## src/rtl/seq_recognizer_param.sv

```systemverilog
// Programmable K-symbol sequence recognizer; z pulses the cycle after the final symbol is sampled.
// One-cycle latency, no backpressure: each en-qualified symbol is consumed at its posedge.
module seq_recognizer_param #(
  parameter int             N        = 2,
  parameter int             K        = 3,
  parameter int             CW       = 8,
  parameter logic [N*K-1:0] INIT_SEQ = 6'b10_01_11,
  parameter bit             INIT_OVL = 1'b1
) (
  input  logic            clock,
  input  logic            reset_,
  input  logic [N-1:0]    x,
  input  logic            en,
  input  logic            cfg_load,
  input  logic [N*K-1:0]  cfg_seq,
  input  logic            cfg_ovl,
  output logic            z,
  output logic [CW-1:0]   mcount
);

  localparam int FW = $clog2(K);
  localparam logic [FW-1:0] FILL_MAX = FW'(K-1);

  logic [N*K-1:0]          r_pat;
  logic                    r_ovl;
  logic [K-2:0][N-1:0]     r_hist;
  logic [FW-1:0]           r_fill;
  logic                    r_z;
  logic [CW-1:0]           r_mcount;

  logic                    w_hist_ok;
  logic                    w_hit;
  logic [K-2:0][N-1:0]     w_hist_nxt;
  logic [FW-1:0]           w_fill_nxt;

  // History slot j holds the symbol accepted j+1 samples before x, so it
  // must equal pattern symbol K-2-j for the window to match.
  always_comb begin
    w_hist_ok = 1'b1;
    for (int j = 0; j < K-1; j++) begin
      if (r_hist[j] != r_pat[N*(K-2-j) +: N]) w_hist_ok = 1'b0;
    end
  end

  assign w_hit = (r_fill == FILL_MAX) && (x == r_pat[N*(K-1) +: N]) && w_hist_ok;

  always_comb begin
    w_hist_nxt    = r_hist;
    w_hist_nxt[0] = x;
    for (int j = 1; j < K-1; j++) begin
      w_hist_nxt[j] = r_hist[j-1];
    end
  end

  // Non-overlapping mode restarts the fill so the next match needs K fresh symbols.
  always_comb begin
    w_fill_nxt = r_fill;
    if (w_hit && !r_ovl)
      w_fill_nxt = '0;
    else if (r_fill != FILL_MAX)
      w_fill_nxt = r_fill + 1'b1;
  end

  always_ff @(posedge clock or negedge reset_) begin
    if (!reset_) begin
      r_pat    <= INIT_SEQ;
      r_ovl    <= INIT_OVL;
      r_hist   <= '0;
      r_fill   <= '0;
      r_z      <= 1'b0;
      r_mcount <= '0;
    end else if (cfg_load) begin
      r_pat    <= cfg_seq;
      r_ovl    <= cfg_ovl;
      r_hist   <= '0;
      r_fill   <= '0;
      r_z      <= 1'b0;
      r_mcount <= '0;
    end else if (en) begin
      r_hist <= w_hist_nxt;
      r_fill <= w_fill_nxt;
      r_z    <= w_hit;
      if (w_hit && (r_mcount != {CW{1'b1}}))
        r_mcount <= r_mcount + 1'b1;
    end else begin
      r_z <= 1'b0;
    end
  end

  assign z      = r_z;
  assign mcount = r_mcount;

endmodule

```

## config.mk

```make
export PLATFORM = sky130hd
export DESIGN_NAME = seq_recognizer_param
export DESIGN_NICKNAME = d
export VERILOG_FILES = /design/src/rtl/seq_recognizer_param.sv
export SDC_FILE = /design/constraint.sdc
export NUM_CORES = 1
export LEC_CHECK = 0
export ABC_AREA = 1
export BUFFER_PORTS_ARGS = -buffer_cell sky130_fd_sc_hd__buf_2
export CORE_ASPECT_RATIO = 1.5
export CORE_UTILIZATION = 40
export CTS_BUF_LIST = sky130_fd_sc_hd__clkbuf_8
export DETAILED_ROUTE_END_ITERATION = 8
export SETUP_SLACK_MARGIN = 0.2
export SLEW_MARGIN = 25
export SYNTH_ARGS = -nofsm -noshare
export SYNTH_HDL_FRONTEND = slang
export SYNTH_SLANG_ARGS = --single-unit
```

## constraint.sdc

```tcl
create_clock -name clock -period 3.3 [get_ports clock]
set_clock_uncertainty 0.2 [all_clocks]
set_input_delay 0.495 -clock clock [delete_from_list [all_inputs] [get_ports clock]]
set_output_delay 0.495 -clock clock [all_outputs]
set_load 0.02 [all_outputs]
```

Yosys cells after proc, flatten, opt, wreduce, memory -nomap -nowiden
Index checks and enable logic that the tools add are counted.
{"block": "totals", "regBits": 22, "input_bits": 13, "out_inout_bits": 9, "elab_cells": 38}
{"block": "classes", "add_sub_neg": 2, "eq_ne": 6, "muxes": 13, "reduce_logical": 10}
{"operator": "2-to-1 mux 8 bit", "n": 3}
{"operator": "adder 8 x 1 -> 8 bit (second input constant)", "n": 1}
{"operator": "2-to-1 mux 2 bit", "n": 4}
{"operator": "2-to-1 mux 4 bit", "n": 2}
{"operator": "inequality test 8 bit (second input constant)", "n": 1}
{"operator": "logical AND 1 bit", "n": 4}
{"operator": "2-to-1 mux 1 bit", "n": 4}
{"operator": "inequality test 2 bit", "n": 2}
{"operator": "AND reduction 2 bit", "n": 2}
{"operator": "nonzero test 2 bit", "n": 2}
{"operator": "nonzero test 3 bit", "n": 1}
{"operator": "adder 2 x 1 -> 2 bit (second input constant)", "n": 1}
{"operator": "equality test 2 bit", "n": 1}
{"operator": "equality test 2 bit (second input constant)", "n": 1}
{"operator": "inequality test 2 bit (second input constant)", "n": 1}
{"operator": "logical NOT 1 bit", "n": 1}

Logic depth before layout (Yosys ltp)
{"block": "depth", "depth_word": 8, "depth_mapped": 11, "ltp_nobuf": 11}

Worst setup path before layout
No wires, ideal clock.
{"block": "synth_path", "path_type": "flip-flop to flip-flop", "from": "register r_mcount[0] (netlist: mcount[0])", "to": "register r_mcount[7] (netlist: mcount[7])", "setup_time_ns": 0.117, "arrival_time_ns": 1.418, "t_required_ns": 2.983, "setup_slack_ns": 1.565, "stages_incl_launch_ff": 9, "n_path_buf": 0, "period_less_slack_ns": 1.735, "cell_sequence": "dfrtp_1 ha_1 nand2_2 nor3_4 nand3_2 nand4_4 nand2_4 nand2_1 nand2_1"}
{"block": "synth_between", "elab_chain_len": 4, "word_cells_on_any_way": 8, "classes_between": "1 x add/sub; 1 x eq/ne; 3 x mux; 3 x reduce/logical"}
{"item": "start, declared", "line_no": "29", "source": "logic [CW-1:0] r_mcount;"}
{"item": "start signal, assigned", "line_no": "84", "source": "r_mcount <= r_mcount + 1'b1;"}
{"item": "adder 8 x 1 -> 8 bit or inequality test 8 bit (tied branches)", "line_no": "84, 83"}
{"item": "2-to-1 mux 8 bit or logical AND 1 bit (tied branches)", "line_no": "83", "source": "if (w_hit && (r_mcount != {CW{1'b1}}))"}
{"item": "2-to-1 mux 8 bit or nonzero test 2 bit (tied branches)"}
{"item": "2-to-1 mux 8 bit or AND reduction 2 bit (tied branches)"}
Several ways; a longest one is shown, not always the timed one. The select of a mux whose other input is x is not followed.
A chain may end at the register's enable or synchronous reset.

Final worst setup path
{"block": "layout_path", "from": "input port cfg_load", "to": "register r_fill[0]"}
{"block": "layout_between", "elab_chain_len": 2, "word_cells_on_any_way": 4, "classes_between": "1 x mux; 3 x reduce/logical"}
{"item": "start, declared", "line_no": "14", "source": "input logic cfg_load,"}
{"item": "nonzero test 3 bit (no source line) or nonzero test 2 bit (tied branches)"}
{"item": "AND reduction 2 bit (no source line)"}
{"item": "end signal, assigned", "line_no": "81", "source": "r_fill <= w_fill_nxt;"}
{"item": "end, declared", "line_no": "27", "source": "logic [FW-1:0] r_fill;"}
Several ways; a longest one is shown, not always the timed one.

==> run_results.csv <==
group,metric,value,unit
floorplan,dieArea,3300,um^2
yosys,synth.most_common_cell,"nand2_1",
setup_path,crit_path_end_kind,"register",
clock_tree,cts_tree,"built",
timing,setup_viol,0,
setup_path,slowest_stage,"clkinv_1",
setup_path,crit_top_cell,"nand2_1",
detailed_routing,wl_per_cell,11.8,um
layout,area_growth,17.4,%
floorplan,io_pins,22,
pwr,p_per_area,464,nW/um^2
floorplan,coreArea,2910,um^2
pwr,p_leak,0.776,nW
setup_path,crit_path_start_kind,"input pin",
timing,fin_hold_ws,-13.4,ps
clock_tree,numCtsBuffers,3,
setup_path,crit_type,"input pin to register",
floorplan,die_h,69.8,um
grt,grt_antenna_before_repair,0,
layout,num_antenna_cells,0,
yosys,ys_async_sr_fraction,100,%
yosys,syn-num-nets,173,
timing,tns,0,ps
grt,grtUsageTotal,18.0,%
grt,grt_overflow,0,
floorplan,initial_utilization,42.1,%
clock_tree,clockBufferDepth,2,
yosys,syn_inst,158,
grt,grt_pass1_vias,1010,
clock_tree,clk_transition_reported_paths,80,ps
detailed_routing,ant_nets,0,
detailed_routing,wl,2570,um
detailed_routing,drtIter0Drc,24,
timing,fin_crit_sh,60.2,%
timing,slew_violations,0,
timing,finalHoldViolCount,17,
grt,grt_pass1_wl,4330,um
setup_path,crit_fanout,22,
timing,rsz0062_at_grt,"no",
clock_tree,cts_hold_buf,0,
yosys,synth.cell_area,1230,um^2
yosys,netlist.area_leader.share,34.7,%
yosys,ys_warn_count,0,
run,cap_violations,0,
yosys,syn_area_per_cell,7.76,um^2
clock_tree,root_buffer,"clkbuf_8",
yosys,synthTopCellsByCount,"nand2_1, inv_1, dfrtp_1, nand3_1",
timing,max_freq,0.503,GHz
layout,final_net_count,196,
yosys,ys_seq_area_share,45.4,%
setup_path,cp_data_required_time,3260,ps
pwr,vdd_ir_drop_max,0.275,mV
detailed_routing,drcViolationCount,0,
yosys,synthFlopType,"dfrtp_1",
clock_tree,cts_resized,0,
detailed_routing,vias,1059,
detailed_routing,vias_per_cell,4.84,
layout,fin_util,49.4,%
floorplan,die_x,47.2,um
setup_path,crit_arrival,1950,ps
timing,worst_pin_slew,534,ps
layout,final_layout_size_suffix_gt1_share,23.9,%
setup_path,crit_path_max_incr_delay,550,ps
floorplan,num_rows,24,
timing,relSlewSlack,64.2,%
yosys,ys_types,26,
hold_path,hold_path.class,"input pin to async pin",
setup_path,crit_family,"buffers and inverters",
yosys,synth_largest_area_cell,"dfrtp_1",
clock_tree,htreeDepth,1,
run_status,status,"complete, but fails checks",
grt,grt_max_degree,23,
setup_path,path_buf_inv,2,
clock_tree,clock_latency,260,ps
placed_design,gp_congestion,0.842,
placed_design,hpwlAfterDp,1930,um
yosys,ys_top_cells_by_area,"dfrtp_1, nand2_1, dfstp_2, nand3_1, inv_1",
run_status,failed_checks,"negative hold slack",
detailed_routing,dr.pass1.iters,4,
clock_tree,cts_setup_buffers,0,
placed_design,portBuffers,21,
timing,period_minus_slack,1990,ps
yosys,synth_edf_count,0,
yosys,synth-seq-cells,22,
clock_tree,cts_sinks,22,
setup_path,crit_chain,"buf_2 > clkinv_1 > nand2_1 > nand2_1 > nand2_1 > nand2_1",
## layout make-up
| cell class | instances | area, um^2 |
|---|---|---|
| clock buffers | 3 | 41.3 |
| repair buffers | 21 | 105 |
| fillers | 312 | 1470 |
| multi-input cells | 110 | 572 |
| clock inverters | 1 | 30.0 |
| inverters | 23 | 86.3 |
| well taps | 39 | 48.8 |
| flip-flops and latches | 22 | 557 |
## path summary, 6_finish.rpt
| check | start | to | slack (ps) | cells after the start |
|---|---|---|---|---|
| worst max-delay path | cfg_load | r_fill[0] | 1310 | 6 |
| worst min-delay path | reset_ | mcount[3] | -10 | 1 |
| worst max register to register | r_fill[0] | mcount[2] | 1480 | 10 |
| worst min register to register | r_fill[0] | r_fill[0] | 300 | 2 |
| max in group asynchronous | reset_ | r_pat[5] | 2550 | 1 |
| min in group clock | cfg_ovl | r_ovl | 230 | 3 |
## worst reg2reg max path, stage by stage, from the launching register on
cell     delay, ps
dfrtp_1        390
inv_1           80
ha_1           180
inv_2           60
a21oi_2        120
nand2_1        100
nor2_4         140
nand4_4        210
nand2_4        160
nand2_1         70
nand2_1         60
## registers in the layout, indices dropped and copies added, names as in the netlist
name	count
r_fill	2
mcount	8
r_ovl	1
r_pat	6
r_hist	4
z	1
## metrics by stage
step	power [W]	instance area (um^2)	setup WS [ps]	cells
2_1_floorplan	0.000386	1230	1570	158
3_3_place_gp	0.000414	1370	1120	215
3_5_place_dp	0.000422	1370	1020	215
4_1_cts	0.000678	1440	1300	219
5_1_grt	0.000704	1440	1110	219
6_report	0.000669	1440	1310	219
## logic make-up (layout without fill, tap and decap cells)
logic type | after synthesis | after routing | synth area share, %
adder cells (fa/ha/maj) | 2 | 2 | 2.04
flip-flops | 22 | 22 | 45.4
buffers and inverters | 26 | 48 | 7.96
XOR/XNOR | 3 | 3 | 2.14
AND/OR/NAND/NOR | 94 | 94 | 37.3
AO/OA/AOI/OAI | 11 | 11 | 5.10
## metal layers
metal  track usage, %  vias to the layer above  part of all wire, %
met3             2.34                        6                  2.4
met4             7.94                        0                  2.5
met2             30.9                       19                   55
met5                0                        -                    0
li1                 -                      543                    -
met1             21.0                      491                   40
## cell usage in the layout, fill, tap and decap left out, drive strengths merged
cell,instances
bufinv,1
nand2,58
buf,21
clkinv,2
clkbuf,3
nor3,3
nor2,11
o31ai,1
dfstp,5
xor2,2
o22ai,1
ha,2
a21oi,1
o21ai,8
xnor2,1
nand3,17
inv,21
dfrtp,17
nor3b,1
nand4,4
## where the power goes
part / internal [W] / switching [W]
clock network: 0.000162 / 0.0000920
logic: 0.0000365 / 0.0000682
registers: 0.000295 / 0.0000147
(Power assumes the default switching activity.)
